==> src/rtl/demux_1x4_3bit_latch_pkg.sv <==
// Shared encodings for the board switch/LED blocks: FSM states, button ops and bank indices.
package board_pkg;

   typedef enum logic [1:0] {
      IDLE     = 2'd0,
      PRESS_DB = 2'd1,
      COMMIT   = 2'd2,
      REL_DB   = 2'd3
   } state_t;

   typedef enum logic {
      OP_LOAD = 1'b0,
      OP_CLR  = 1'b1
   } op_t;

   localparam logic [1:0] BANK_X = 2'd0;
   localparam logic [1:0] BANK_Y = 2'd1;
   localparam logic [1:0] BANK_Z = 2'd2;
   localparam logic [1:0] BANK_W = 2'd3;

endpackage

==> src/rtl/demux_1x4_3bit_latch_if.sv <==
// Board-side bundle for the 1x4 demux: switch/button inputs and held LED bank outputs.
interface demux_1x4_3bit_latch_if #(
   parameter int WIDTH = 3
);
   logic [WIDTH-1:0] D;
   logic [1:0]       S;
   logic             LOAD;
   logic             CLR;
   logic [WIDTH-1:0] X;
   logic [WIDTH-1:0] Y;
   logic [WIDTH-1:0] Z;
   logic [WIDTH-1:0] W;
   logic             S1LED;
   logic             S0LED;
   logic             WR_STB;
   logic             BUSY;

   modport master (
      output D, S, LOAD, CLR,
      input  X, Y, Z, W, S1LED, S0LED, WR_STB, BUSY
   );

   modport slave (
      input  D, S, LOAD, CLR,
      output X, Y, Z, W, S1LED, S0LED, WR_STB, BUSY
   );
endinterface

==> src/rtl/demux_1x4_3bit_latch_sync_2ff.sv <==
// Two-flop synchroniser for asynchronous board inputs; q lags d by two clock edges.
module sync_2ff #(
   parameter int WIDTH = 1
) (
   input  logic             clk,
   input  logic             rst_n,
   input  logic [WIDTH-1:0] d,
   output logic [WIDTH-1:0] q
);

   logic [WIDTH-1:0] meta_r;
   logic [WIDTH-1:0] q_r;

   // metastability stage followed by the stable output stage
   always_ff @(posedge clk or negedge rst_n) begin
      if (!rst_n) begin
         meta_r <= '0;
         q_r    <= '0;
      end else begin
         meta_r <= d;
         q_r    <= meta_r;
      end
   end

   assign q = q_r;

endmodule

==> src/rtl/demux_1x4_3bit_latch.sv <==
// Debounced 1-to-4 demux: a LOAD press copies D into the bank picked by S, a CLR press zeroes
// all banks; each press commits once, after a clean press and before a clean release.
module demux_1x4_3bit_latch
   import board_pkg::*;
#(
   parameter int WIDTH        = 3,
   parameter int DEBOUNCE_CYC = 1_000_000
) (
   input  logic                    clk,
   input  logic                    rst_n,
   demux_1x4_3bit_latch_if.slave   bus
);

   localparam int           CNT_W    = $clog2(DEBOUNCE_CYC);
   localparam logic [CNT_W-1:0] CNT_LAST = CNT_W'(DEBOUNCE_CYC - 1);

   if (DEBOUNCE_CYC < 2) begin : g_bad_cfg
      $error("DEBOUNCE_CYC must be at least 2");
   end

   logic             rst_meta_r;
   logic             rst_sync_n_r;
   logic [WIDTH+1:0] data_sync_s;
   logic [1:0]       btn_sync_s;
   logic [WIDTH-1:0] d_s;
   logic [1:0]       sel_s;
   logic             load_s;
   logic             clr_s;
   logic             btn_s;

   state_t           state_r;
   state_t           next_state_s;
   op_t              op_r;
   op_t              op_next_s;
   logic [CNT_W-1:0] cnt_r;
   logic [CNT_W-1:0] cnt_next_s;
   logic             wr_stb_r;
   logic             busy_r;
   logic [WIDTH-1:0] bank_x_r;
   logic [WIDTH-1:0] bank_y_r;
   logic [WIDTH-1:0] bank_z_r;
   logic [WIDTH-1:0] bank_w_r;

   // reset synchroniser: assert asynchronously, release on a clock edge
   always_ff @(posedge clk or negedge rst_n) begin
      if (!rst_n) begin
         rst_meta_r   <= 1'b0;
         rst_sync_n_r <= 1'b0;
      end else begin
         rst_meta_r   <= 1'b1;
         rst_sync_n_r <= rst_meta_r;
      end
   end

   sync_2ff #(.WIDTH(WIDTH + 2)) u_sync_data (
      .clk   (clk),
      .rst_n (rst_sync_n_r),
      .d     ({bus.D, bus.S}),
      .q     (data_sync_s)
   );

   sync_2ff #(.WIDTH(2)) u_sync_btn (
      .clk   (clk),
      .rst_n (rst_sync_n_r),
      .d     ({bus.LOAD, bus.CLR}),
      .q     (btn_sync_s)
   );

   assign d_s    = data_sync_s[WIDTH+1:2];
   assign sel_s  = data_sync_s[1:0];
   assign load_s = btn_sync_s[1];
   assign clr_s  = btn_sync_s[0];
   assign btn_s  = (op_r == OP_CLR) ? clr_s : load_s;

   // next-state, op capture and debounce counter
   always_comb begin
      next_state_s = state_r;
      op_next_s    = op_r;
      cnt_next_s   = cnt_r;
      case (state_r)
         IDLE: begin
            if (clr_s) begin
               next_state_s = PRESS_DB;
               op_next_s    = OP_CLR;
            end else if (load_s) begin
               next_state_s = PRESS_DB;
               op_next_s    = OP_LOAD;
            end else begin
               next_state_s = IDLE;
            end
         end
         PRESS_DB: begin
            if (!btn_s) begin
               next_state_s = IDLE;
            end else if (cnt_r == CNT_LAST) begin
               next_state_s = COMMIT;
            end else begin
               cnt_next_s = cnt_r + CNT_W'(1);
            end
         end
         COMMIT: begin
            next_state_s = REL_DB;
         end
         REL_DB: begin
            if (load_s || clr_s) begin
               cnt_next_s = '0;
            end else if (cnt_r == CNT_LAST) begin
               next_state_s = IDLE;
            end else begin
               cnt_next_s = cnt_r + CNT_W'(1);
            end
         end
         default: begin
            next_state_s = IDLE;
         end
      endcase
      // every state change restarts the debounce count
      if (next_state_s != state_r) begin
         cnt_next_s = '0;
      end else begin
         cnt_next_s = cnt_next_s;
      end
   end

   // FSM registers; strobe and busy are registered from next state so they align with state_r
   always_ff @(posedge clk or negedge rst_sync_n_r) begin
      if (!rst_sync_n_r) begin
         state_r  <= IDLE;
         op_r     <= OP_LOAD;
         cnt_r    <= '0;
         wr_stb_r <= 1'b0;
         busy_r   <= 1'b0;
      end else begin
         state_r  <= next_state_s;
         op_r     <= op_next_s;
         cnt_r    <= cnt_next_s;
         wr_stb_r <= (next_state_s == COMMIT);
         busy_r   <= (next_state_s != IDLE);
      end
   end

   // bank registers, touched only in the single COMMIT cycle
   always_ff @(posedge clk or negedge rst_sync_n_r) begin
      if (!rst_sync_n_r) begin
         bank_x_r <= '0;
         bank_y_r <= '0;
         bank_z_r <= '0;
         bank_w_r <= '0;
      end else if (state_r == COMMIT) begin
         if (op_r == OP_CLR) begin
            bank_x_r <= '0;
            bank_y_r <= '0;
            bank_z_r <= '0;
            bank_w_r <= '0;
         end else begin
            case (sel_s)
               BANK_X:  bank_x_r <= d_s;
               BANK_Y:  bank_y_r <= d_s;
               BANK_Z:  bank_z_r <= d_s;
               BANK_W:  bank_w_r <= d_s;
               default: bank_x_r <= bank_x_r;
            endcase
         end
      end else begin
         bank_x_r <= bank_x_r;
      end
   end

   assign bus.X      = bank_x_r;
   assign bus.Y      = bank_y_r;
   assign bus.Z      = bank_z_r;
   assign bus.W      = bank_w_r;
   assign bus.S1LED  = sel_s[1];
   assign bus.S0LED  = sel_s[0];
   assign bus.WR_STB = wr_stb_r;
   assign bus.BUSY   = busy_r;

endmodule
==> src/flat_wrapper.sv <==
// flat-port wrapper written by rule: the top's interface ports become plain ports
module demux_1x4_3bit_latch_flat import board_pkg::*;
#(
   parameter int WIDTH        = 3,
   parameter int DEBOUNCE_CYC = 1_000_000
)
  (clk, rst_n, bus_D, bus_S, bus_LOAD, bus_CLR, bus_X, bus_Y, bus_Z, bus_W, bus_S1LED, bus_S0LED, bus_WR_STB, bus_BUSY);
  demux_1x4_3bit_latch_if #(.WIDTH(WIDTH)) bus_i ();
  input  logic clk;
  input  logic rst_n;
  input wire logic [$bits(bus_i.D)-1:0] bus_D;
  input wire logic [$bits(bus_i.S)-1:0] bus_S;
  input wire logic [$bits(bus_i.LOAD)-1:0] bus_LOAD;
  input wire logic [$bits(bus_i.CLR)-1:0] bus_CLR;
  output wire logic [$bits(bus_i.X)-1:0] bus_X;
  output wire logic [$bits(bus_i.Y)-1:0] bus_Y;
  output wire logic [$bits(bus_i.Z)-1:0] bus_Z;
  output wire logic [$bits(bus_i.W)-1:0] bus_W;
  output wire logic [$bits(bus_i.S1LED)-1:0] bus_S1LED;
  output wire logic [$bits(bus_i.S0LED)-1:0] bus_S0LED;
  output wire logic [$bits(bus_i.WR_STB)-1:0] bus_WR_STB;
  output wire logic [$bits(bus_i.BUSY)-1:0] bus_BUSY;
  assign bus_i.D = bus_D;
  assign bus_i.S = bus_S;
  assign bus_i.LOAD = bus_LOAD;
  assign bus_i.CLR = bus_CLR;
  assign bus_X = bus_i.X;
  assign bus_Y = bus_i.Y;
  assign bus_Z = bus_i.Z;
  assign bus_W = bus_i.W;
  assign bus_S1LED = bus_i.S1LED;
  assign bus_S0LED = bus_i.S0LED;
  assign bus_WR_STB = bus_i.WR_STB;
  assign bus_BUSY = bus_i.BUSY;
  demux_1x4_3bit_latch #(.WIDTH(WIDTH), .DEBOUNCE_CYC(DEBOUNCE_CYC)) u_core (.clk(clk), .rst_n(rst_n), .bus(bus_i));
endmodule
==> config.mk <==
export PLATFORM = sky130hd
export DESIGN_NAME = demux_1x4_3bit_latch_flat
export DESIGN_NICKNAME = d
export VERILOG_FILES = /design/src/rtl/demux_1x4_3bit_latch_pkg.sv /design/src/rtl/demux_1x4_3bit_latch_if.sv /design/src/rtl/demux_1x4_3bit_latch_sync_2ff.sv /design/src/rtl/demux_1x4_3bit_latch.sv /design/src/flat_wrapper.sv
export SDC_FILE = /design/constraint.sdc
export NUM_CORES = 1
export LEC_CHECK = 0
export CAP_MARGIN = 20
export CORE_MARGIN = 10
export CORE_UTILIZATION = 40
export CTS_BUF_LIST = sky130_fd_sc_hd__clkbuf_16
export DETAILED_ROUTE_END_ITERATION = 12
export PLACE_DENSITY_LB_ADDON = 0.12
export SKIP_LAST_GASP = 1
export SLEW_MARGIN = 5
export SYNTH_ARGS = -nofsm -noshare
export SYNTH_HDL_FRONTEND = slang
export SYNTH_HIERARCHICAL = 1
export SYNTH_SLANG_ARGS = --single-unit
==> constraint.sdc <==
create_clock -name clk -period 3.3 [get_ports clk]
set_input_delay 0.66 -clock clk [delete_from_list [all_inputs] [get_ports clk]]
set_output_delay 0.66 -clock clk [all_outputs]
set_load 0.01 [all_outputs]
==> results, run 1 <==
- The destination of the worst register-to-register timing path is u_core/state_r[1]$_DFF_PN0_.
- The share of synthesized area in the top cell type comes to 0.578.
- From synthesis to final layout, the design area changed by 20.6%.
- The latest clock arrival within the worst-skew pair is 0.29 ns.
- After layout, the design draws a total of approximately 1400 uW.
- The clock network fraction of design power is 0.382.
- The sequential share of the synthesized area is 0.578.
- The internal power consumption is approximately 1000 uW.
- The placeable core area is ~5500 um^2.
- In this run the horizontal extent of the chip is approximately 96 um.
- The detailed-router iteration count before antenna repair is 4.
- The standard cell with the maximum stage delay on the critical path is sky130_fd_sc_hd__or4_1.
- By area the synthesized netlist is led by sky130_fd_sc_hd__dfrtp_1 58%, sky130_fd_sc_hd__mux2_2 5.9%, sky130_fd_sc_hd__nand3_1 3.7%.
- The H-tree generated during clock tree synthesis spans 2 levels.
- Leaving out fill and tap cells, the most frequent cell in the layout is sky130_fd_sc_hd__dfrtp_1.
- The peak supply drop is ~0.24 mV.
- The post-route setup TNS is 0 ns.
- The cell family contributing the most delay on the critical path is simple AND/OR/NAND/NOR gates.
- The final count of negative-setup-slack endpoints is 0.
- Row generation in the floorplan step produced 27 rows.
- The endpoint class of the critical path is a flip-flop.
- Of the total synthesized cell area, the portion taken by XOR and XNOR cells is 0.0229.
- Walking the worst path, the cells encountered are and3_1 -> nand4_1 -> or4_1 -> o32a_1 -> o21a_1.
- The number of sinks handled by clock tree synthesis is 53.
- Wires add up to ~4800 um.
- The startpoint identified for the worst register-to-register timing path is u_core/cnt_r[16]$_DFFE_PN0P_.
- The DRC violation count after routing is 0.
- The fraction of power spent switching nets is 0.253.
- For this run, the leading register cell type out of synthesis is sky130_fd_sc_hd__dfrtp_1.
- The TritonCTS clock tree is yes.
- The via count of the first global-routing pass was 1,549.
- The adder-cell area share of the yosys netlist is 0.00545.
- The share of total power dissipated in combinational logic is 0.095.
- After synthesis, the mean cell area works out to 10.9 um^2.
- Data on the critical path arrives at its endpoint at around 2.6 ns.
- The minimum clock period is 2.36 ns.
- The final-report hold violation count is 0.
- The measured slew at the worst slew-check pin is approximately 0.8 ns.
- In this run the worst path has a maximum fanout of 25.
- The number of vias per cell is roughly 5.3.
- Synthesis produced a netlist with a net count of 220.
- For this design the total switching power over the nets is roughly 340 uW.
- After filler insertion, the fill cell instance count of the layout stands at ~520.
- After clock tree synthesis, the flow added hold-fix buffers numbering 0.
- Setup repair after global routing left no endpoint under its margin.
- The synthesized design spends more area on one cell type than any other, namely sky130_fd_sc_hd__dfrtp_1.
- Clock-pin slew was measured on the worst setup and hold paths at 0.07 ns.
- The multiplexer share of the synthesized area is 0.0807.
- Summed over all nets, the half-perimeter wirelength after detailed placement is 3280 um.
- The critical path data required time is about 3.5 ns.
- The initial utilization of the core area, before any placement, comes to 0.414.
- For this run, the number of Yosys warnings is 6.
- Of the total synthesized cell area, the portion taken by AND, OR, NAND and NOR gates is 0.168.
- The worst register-to-register path has a depth of 5.
- In this run the tool buffered the top-level ports with 24 buffer cells.
- The final route contains 1,643 vias.
- The post-synthesis async set-or-reset flop share is 1.00.
- Across all hold checks on the routed design, the worst slack comes to 0.284 ns.
- In this run the remaining antenna-violating nets after routing total 0.
- The fraction of the mapped netlist area in compound gates came to 0.116.
- The overall routing resource usage is 0.113.
- Setup slack on the worst reg-to-reg path comes out at 0.94 ns.
- The kind of start point of the critical path is a flip-flop.
- The wire length of the first global-routing pass is between 8000 and 9000 um.
- The maximum number of buffers from clock root to sink is 2.
- The relative contribution of sequential cells to total power is 0.522.
- The routability-driven placement congestion ratio is 0.874.
- The power per standard cell area is 489 nW/um^2.
- The class of the most critical hold timing path is flip-flop to asynchronous set/reset pin.
- Once the clock tree was built, the resizer swapped 0 gates to a different size.
- The classification of the worst setup path is flip-flop to flip-flop.
- The die is 95.7 um tall.
- The critical path contains buffers and inverters numbering 0 combined.
- Max-cap violations in this run came to 0.
- The final clock skew is just over 0.006 ns.
- The cell sitting at the root of the clock tree is a sky130_fd_sc_hd__clkbuf_16.
- After synthesis, the largest family of logic cells by area is simple AND/OR/NAND/NOR gates.
- The number of antenna violations at the first check in global routing came to 0.
- The post-synthesis instance area is around 2300 um^2.
- The count of mapped cells out of synthesis is 210.
- The number of CTS-inserted buffers is 5.
- At the end of the flow, the number of nets in the layout was about 250.
- The total setup buffers inserted after CTS is 0.
- The floorplan step defined a die boundary enclosing 9170 um^2.
- The count of pins on the block boundary is 25.
- Leaving out fill and tap cells, the most frequent cells in the layout are 52 x sky130_fd_sc_hd__dfrtp_1, 24 x sky130_fd_sc_hd__clkdlybuf4s50_1, 18 x sky130_fd_sc_hd__nand2_1.
- After synthesis the netlist holds a flip-flop and latch count of 53.
- 0 antenna diodes ended up in the layout.
- Timing would allow up to about 420 MHz.
- Entering global routing, the biggest net connects 29 pins.
- The remaining max-slew budget at the tightest pin is 0.472.
- In the final layout, the share of cells above drive strength 1 is 0.123.
- The largest stage delay on the critical path is roughly 0.91 ns.
- The max-slew violation count is 0.
- The first-iteration detailed-routing DRC count is 76.
- The netlist uses 36 different library cells.
- The analysis attributes to cell leakage a power of 0.00114 uW.
- The routed wirelength normalized by instance count is between 15 and 20 um.
- The share of the clock period used by the worst path is 0.716.
- The flow ran to the end, and the final reports show no timing, DRC or antenna violations.
- The number of synthesized flops with an enable pin is 0.
- For this run the aggregate overflow at the end of global routing stands at 0.
-- sequential cells by signal (all words and copies together) (netlist names) --
register / flops
u_core/bus.Z: 3
u_core/bus.BUSY: 1
u_core/u_sync_data/meta_r: 5
u_core/bus.W: 3
u_core/u_sync_data/q: 5
u_core/bus.WR_STB: 1
u_core/u_sync_btn/meta_r: 2
u_core/bus.X: 3
u_core/state_r: 2
u_core/rst_sync_n_r: 1
u_core/cnt_r: 20
u_core/rst_meta_r: 1
u_core/bus.Y: 3
u_core/op_r: 1
u_core/u_sync_btn/q: 2
-- cell families (layout without fill, tap and decap cells) --
logic type               after synthesis  after routing
AND/OR/NAND/NOR                       74             74
flip-flops                            53             53
AO/OA/AOI/OAI                         42             42
multiplexers                          17             17
buffers and inverters                 16             42
XOR/XNOR                               6              6
adder cells (fa/ha/maj)                1              1
other                                  1              1
-- worst register-to-register path, stage by stage, from the launching register on --
cell                      delay [ns]
sky130_fd_sc_hd__dfrtp_1        0.39
sky130_fd_sc_hd__and3_1         0.21
sky130_fd_sc_hd__nand4_1        0.14
sky130_fd_sc_hd__or4_1          0.91
sky130_fd_sc_hd__o32a_1         0.44
sky130_fd_sc_hd__o21a_1         0.16
-- per-stage QoR --
| stage | area [um^2] | worst slack, ns | instances | util |
|---|---|---|---|---|
| after global routing | 2770 | 0.783 | 308 | 0.500 |
| after floorplan | 2290 | 1.45 | 210 | - |
| after global placement | 2620 | 0.977 | 300 | 0.472 |
| after detailed placement | 2620 | 0.938 | 300 | 0.472 |
| after CTS | 2770 | 0.928 | 308 | 0.500 |
| final | 2770 | 0.939 | 308 | 0.500 |
-- per-layer routing --
metal,track usage,routed length (um)
met1,0.154,2300
met2,0.171,2250
met3,0.0296,169
met4,0.0369,63
met5,0,0
-- how the worst max path moves through the flow --
stage | slack, ns | start | cells after the start | to
after CTS | 0.93 | u_core/cnt_r[0]$_DFFE_PN0P_ | 5 | u_core/cnt_r[5]$_DFFE_PN0P_
after floorplan | 1.45 | u_core/cnt_r[0]$_DFFE_PN0P_ | 6 | u_core/state_r[1]$_DFF_PN0_
final | 0.94 | u_core/cnt_r[16]$_DFFE_PN0P_ | 5 | u_core/state_r[1]$_DFF_PN0_
after global placement | 0.98 | u_core/cnt_r[3]$_DFFE_PN0P_ | 5 | u_core/state_r[1]$_DFF_PN0_
after detailed placement | 0.94 | u_core/cnt_r[0]$_DFFE_PN0P_ | 5 | u_core/cnt_r[5]$_DFFE_PN0P_
after global routing | 0.78 | u_core/cnt_r[3]$_DFFE_PN0P_ | 5 | u_core/cnt_r[5]$_DFFE_PN0P_
-- layout make-up --
class                   count  area (um^2)  share of cell area
clock buffers               5          125              0.0452
clock inverters             3         25.0             0.00904
inverters                   7         26.3             0.00949
multi-input cells         141          911               0.329
flip-flops and latches     53         1330               0.480
well taps                  72         90.1              0.0325
repair buffers             27          263              0.0949
-- Yosys cell counts (2+ instances only) --
cell type                  instances
sky130_fd_sc_hd__a41oi_1           3
sky130_fd_sc_hd__clkbuf_1          6
sky130_fd_sc_hd__o21a_1            2
sky130_fd_sc_hd__xor2_1            4
sky130_fd_sc_hd__nor4_2            2
sky130_fd_sc_hd__mux2_2           12
sky130_fd_sc_hd__nor2b_1           5
sky130_fd_sc_hd__xnor2_1           2
sky130_fd_sc_hd__dfrtp_1          53
sky130_fd_sc_hd__nand3_1          17
sky130_fd_sc_hd__nand4_1           6
sky130_fd_sc_hd__inv_1             7
sky130_fd_sc_hd__nor3_1            3
sky130_fd_sc_hd__nor4_1            2
sky130_fd_sc_hd__buf_2             3
sky130_fd_sc_hd__mux2i_1           5
sky130_fd_sc_hd__o22ai_1           2
sky130_fd_sc_hd__a31oi_1          12
sky130_fd_sc_hd__and3_1            4
sky130_fd_sc_hd__a21oi_1           5
sky130_fd_sc_hd__nor2_1           12
sky130_fd_sc_hd__o21ai_0          12
sky130_fd_sc_hd__nand2_1          18
-- power groups by stage --
stage	registers, uW	logic, uW	clock network [uW]
3_5_place_dp	722	130	0
5_1_grt	714	147	564
6_report	708	129	518
2_1_floorplan	710	86.5	0
3_3_place_gp	721	129	0
4_1_cts	709	131	544
Power figures use the tool's default switching activity.
==> inputs of run 2 (changes only) <==
clock period = 2.43 ns   (was 3.3 ns; I/O delays follow)
==> results, run 2 (synthesized netlist as in run 1, its figures left out) <==
- The final-report hold violation count came to 0.
- Entering global routing, the biggest net connects 29 pins.
- The routability-driven placement congestion ratio is between 0.8 and 0.9.
- Summed over all layers, the global routing overflow is 0.
- The destination of the worst register-to-register timing path is u_core/cnt_r[18]$_DFFE_PN0P_.
- The number of diodes is 0.
- The startpoint identified for the worst register-to-register timing path is u_core/cnt_r[0]$_DFFE_PN0P_.
- The via count of the first global-routing pass is around 1,700.
- The final-layout worst hold slack is ~0.27 ns.
- Setup repair after global routing left no endpoint under its margin.
- The total setup buffers inserted after CTS is 0.
- The worst endpoint data arrival time is 2.26 ns.
- The endpoint class of the critical path is a flip-flop.
- The clock edge transition at the registers on the reported setup and hold paths is 0.07 ns.
- Of the total power, the clock network draws 0.380.
- The number of buffers added on ports is 24.
- Across every metal layer, demand over resource in global routing totals 0.116.
- Across the run, the number of max-cap violations was 0.
- The latest clock arrival within the worst-skew pair is between 0.2 and 0.3 ns.
- The final clock skew is between 0.003 and 0.004 ns.
- In the finished design, the share of the clock period the worst path needs comes to 0.864.
- Clock tree synthesis inserted a total of 5 buffers.
- The classification of the worst setup path is flip-flop to flip-flop.
- After filler insertion, the fill cell instance count of the layout stands at between 500 and 600.
- The remaining number of nets flagged by the antenna check after routing is 0.
- The minimum clock period is between 2 and 2.5 ns.
- The power per standard cell area is between 600 and 700 nW/um^2.
- The total via count in the routed design is 1,677.
- The DRC violation count after routing is 0.
- In this run the horizontal extent of the chip is around 96 um.
- Setup violations remaining at the end of the flow were counted as 0.
- Leaving out fill and tap cells, the most frequent cells in the layout are 52 x sky130_fd_sc_hd__dfrtp_1, 24 x sky130_fd_sc_hd__clkdlybuf4s50_1, 18 x sky130_fd_sc_hd__nand2_1.
- The maximum number of buffers from clock root to sink is 2.
- The growth of design area from synthesis to finish is 21.8%.
- The max-slew violation count is 0.
- For this design the static power due to leakage is ~0.0012 uW.
- The initialized floorplan defines 27 standard-cell rows.
- The internal power consumption is about 1400 uW.
- The kind of start point of the critical path is a flip-flop.
- For this run, the top clock speed supported by timing is 476 MHz.
- The first-iteration detailed-routing DRC count is 84.
- The pre-CTS setup slack is roughly 0.35 ns.
- The HPWL reported at the end of detailed placement is approximately 3500 um.
- The number of sinks handled by clock tree synthesis is 53.
- The run finished with clean final reports.
- The leading cell type in the layout, fill and taps excluded is sky130_fd_sc_hd__dfrtp_1.
- The clock tree root buffer cell is sky130_fd_sc_hd__clkbuf_16.
- The top fanout value on the critical path is 8.
- The fraction of power spent switching nets is 0.251.
- The hold buffer count at CTS is 0.
- The remaining max-slew budget at the tightest pin is 0.606.
- The register with the most flip-flops in the layout has 20 of them.
- At the pin with the least slew margin, the transition time is just under 0.6 ns.
- The die covers 9170 um^2.
- The peak supply drop is ~0.42 mV.
- The number of vias per cell is between 5 and 6.
- The setup slack after layout is 0.331 ns.
- The share of total power dissipated in combinational logic is 0.095.
- The number of antenna violations at the first check in global routing is 0.
- Of the total power, registers draw 0.525.
- The placeable core area is 5540 um^2.
- The TritonCTS clock tree is yes.
- The floorplan die height is 95.7 um.
- The net switching component of the power is 460 uW.
- Dividing the detail-routed wire length by the instance count gives 15.2 um.
- The count of pins on the block boundary is 25.
- The initial core utilization is 0.414.
- The detailed-router iteration count before antenna repair is 4.
- At the end of the flow, the number of nets in the layout was ~250.
- Across the whole layout, storage elements account for about 1300 um^2.
- The register ranked first by flip-flop count is u_core/cnt_r.
- The class of the most critical hold timing path is flip-flop to asynchronous set/reset pin.
- The number of H-tree branching levels is 2.
- The multi-input combinational cells in the finished layout cover a total of roughly 900 um^2.
- The reg-to-reg setup timing slack is ~0.33 ns.
- The post-route setup TNS is 0 ns.
- Summing internal, switching and leakage power gives 1830 uW.
- STA puts the critical path data required time at roughly 2.6 ns.
- The total length of routed wires is around 4700 um.
- The first global-routing pass estimated around 8400 um of wire.
- The number of cell instances on the worst register-to-register path is 6.
- The fraction of layout cells with a size suffix above 1 is 0.133.
- In this run, post-CTS repair resized a total of 0 instances.
## run 2: cell count changes in the layout (fill, tap and decap cells not counted)
cell	previous run	this run
sky130_fd_sc_hd__clkinvlp_4	1	0
sky130_fd_sc_hd__buf_4	3	7
sky130_fd_sc_hd__clkinv_1	0	1
## run 2: cell type report
| type | instances | share of cell area |
|---|---|---|
| Inverter | 7 | 0.00940 |
| Tap cell | 72 | 0.0322 |
| Sequential cell | 53 | 0.475 |
| Clock inverter | 3 | 0.00761 |
| Timing Repair Buffer | 31 | 0.105 |
| Clock buffer | 5 | 0.0448 |
| Multi-Input combinational cell | 141 | 0.326 |
## run 2: routing by layer
| layer | up-vias | track usage | share of wire |
|---|---|---|---|
| met3 | 6 | 0.0304 | 0.044 |
| met4 | 0 | 0.0430 | 0.014 |
| met2 | 31 | 0.176 | 0.47 |
| li1 | 821 | - | - |
| met5 | - | 0 | 0 |
| met1 | 819 | 0.156 | 0.47 |
## run 2: power by group through the flow
stage          Combinational (uW)  Sequential (uW)  Clock (uW)
6_report                      174              961         697
5_1_grt                       197              970         760
4_1_cts                       176              961         723
3_5_place_dp                  175              979           0
3_3_place_gp                  175              978           0
2_1_floorplan                 117              965           0
## run 2: worst max-delay path by stage
stage                                      from                      endpoint  depth (start not counted)
floorplan           u_core/cnt_r[0]$_DFFE_PN0P_   u_core/state_r[1]$_DFF_PN0_                          6
global placement    u_core/cnt_r[0]$_DFFE_PN0P_  u_core/cnt_r[18]$_DFFE_PN0P_                          6
detailed placement  u_core/cnt_r[0]$_DFFE_PN0P_  u_core/cnt_r[18]$_DFFE_PN0P_                          6
CTS                 u_core/cnt_r[0]$_DFFE_PN0P_  u_core/cnt_r[18]$_DFFE_PN0P_                          6
global route        u_core/cnt_r[8]$_DFFE_PN0P_  u_core/cnt_r[10]$_DFFE_PN0P_                          6
finish              u_core/cnt_r[0]$_DFFE_PN0P_  u_core/cnt_r[18]$_DFFE_PN0P_                          6
## run 2: worst max-delay path: stages, from the launching register on
cell and delay (ns):
sky130_fd_sc_hd__dfrtp_1 0.40, sky130_fd_sc_hd__ha_1 0.27, sky130_fd_sc_hd__nand3_2 0.13, sky130_fd_sc_hd__or4_1 0.60, sky130_fd_sc_hd__buf_4 0.22, sky130_fd_sc_hd__nand2_1 0.22, sky130_fd_sc_hd__o21ai_0 0.14
## run 2: stage by stage
step / util / instances / area (um^2)
final: 0.504 / 312 / 2790
after global routing: 0.504 / 312 / 2790
after CTS: 0.504 / 312 / 2790
after detailed placement: 0.478 / 304 / 2650
after global placement: 0.478 / 304 / 2650
after floorplan: - / 210 / 2290
==> inputs of run 3 (changes only) <==
CAP_MARGIN = default   (was 20)
==> results of run 3 <==
Final layout, timing and power as in run 2 (identical DEF).
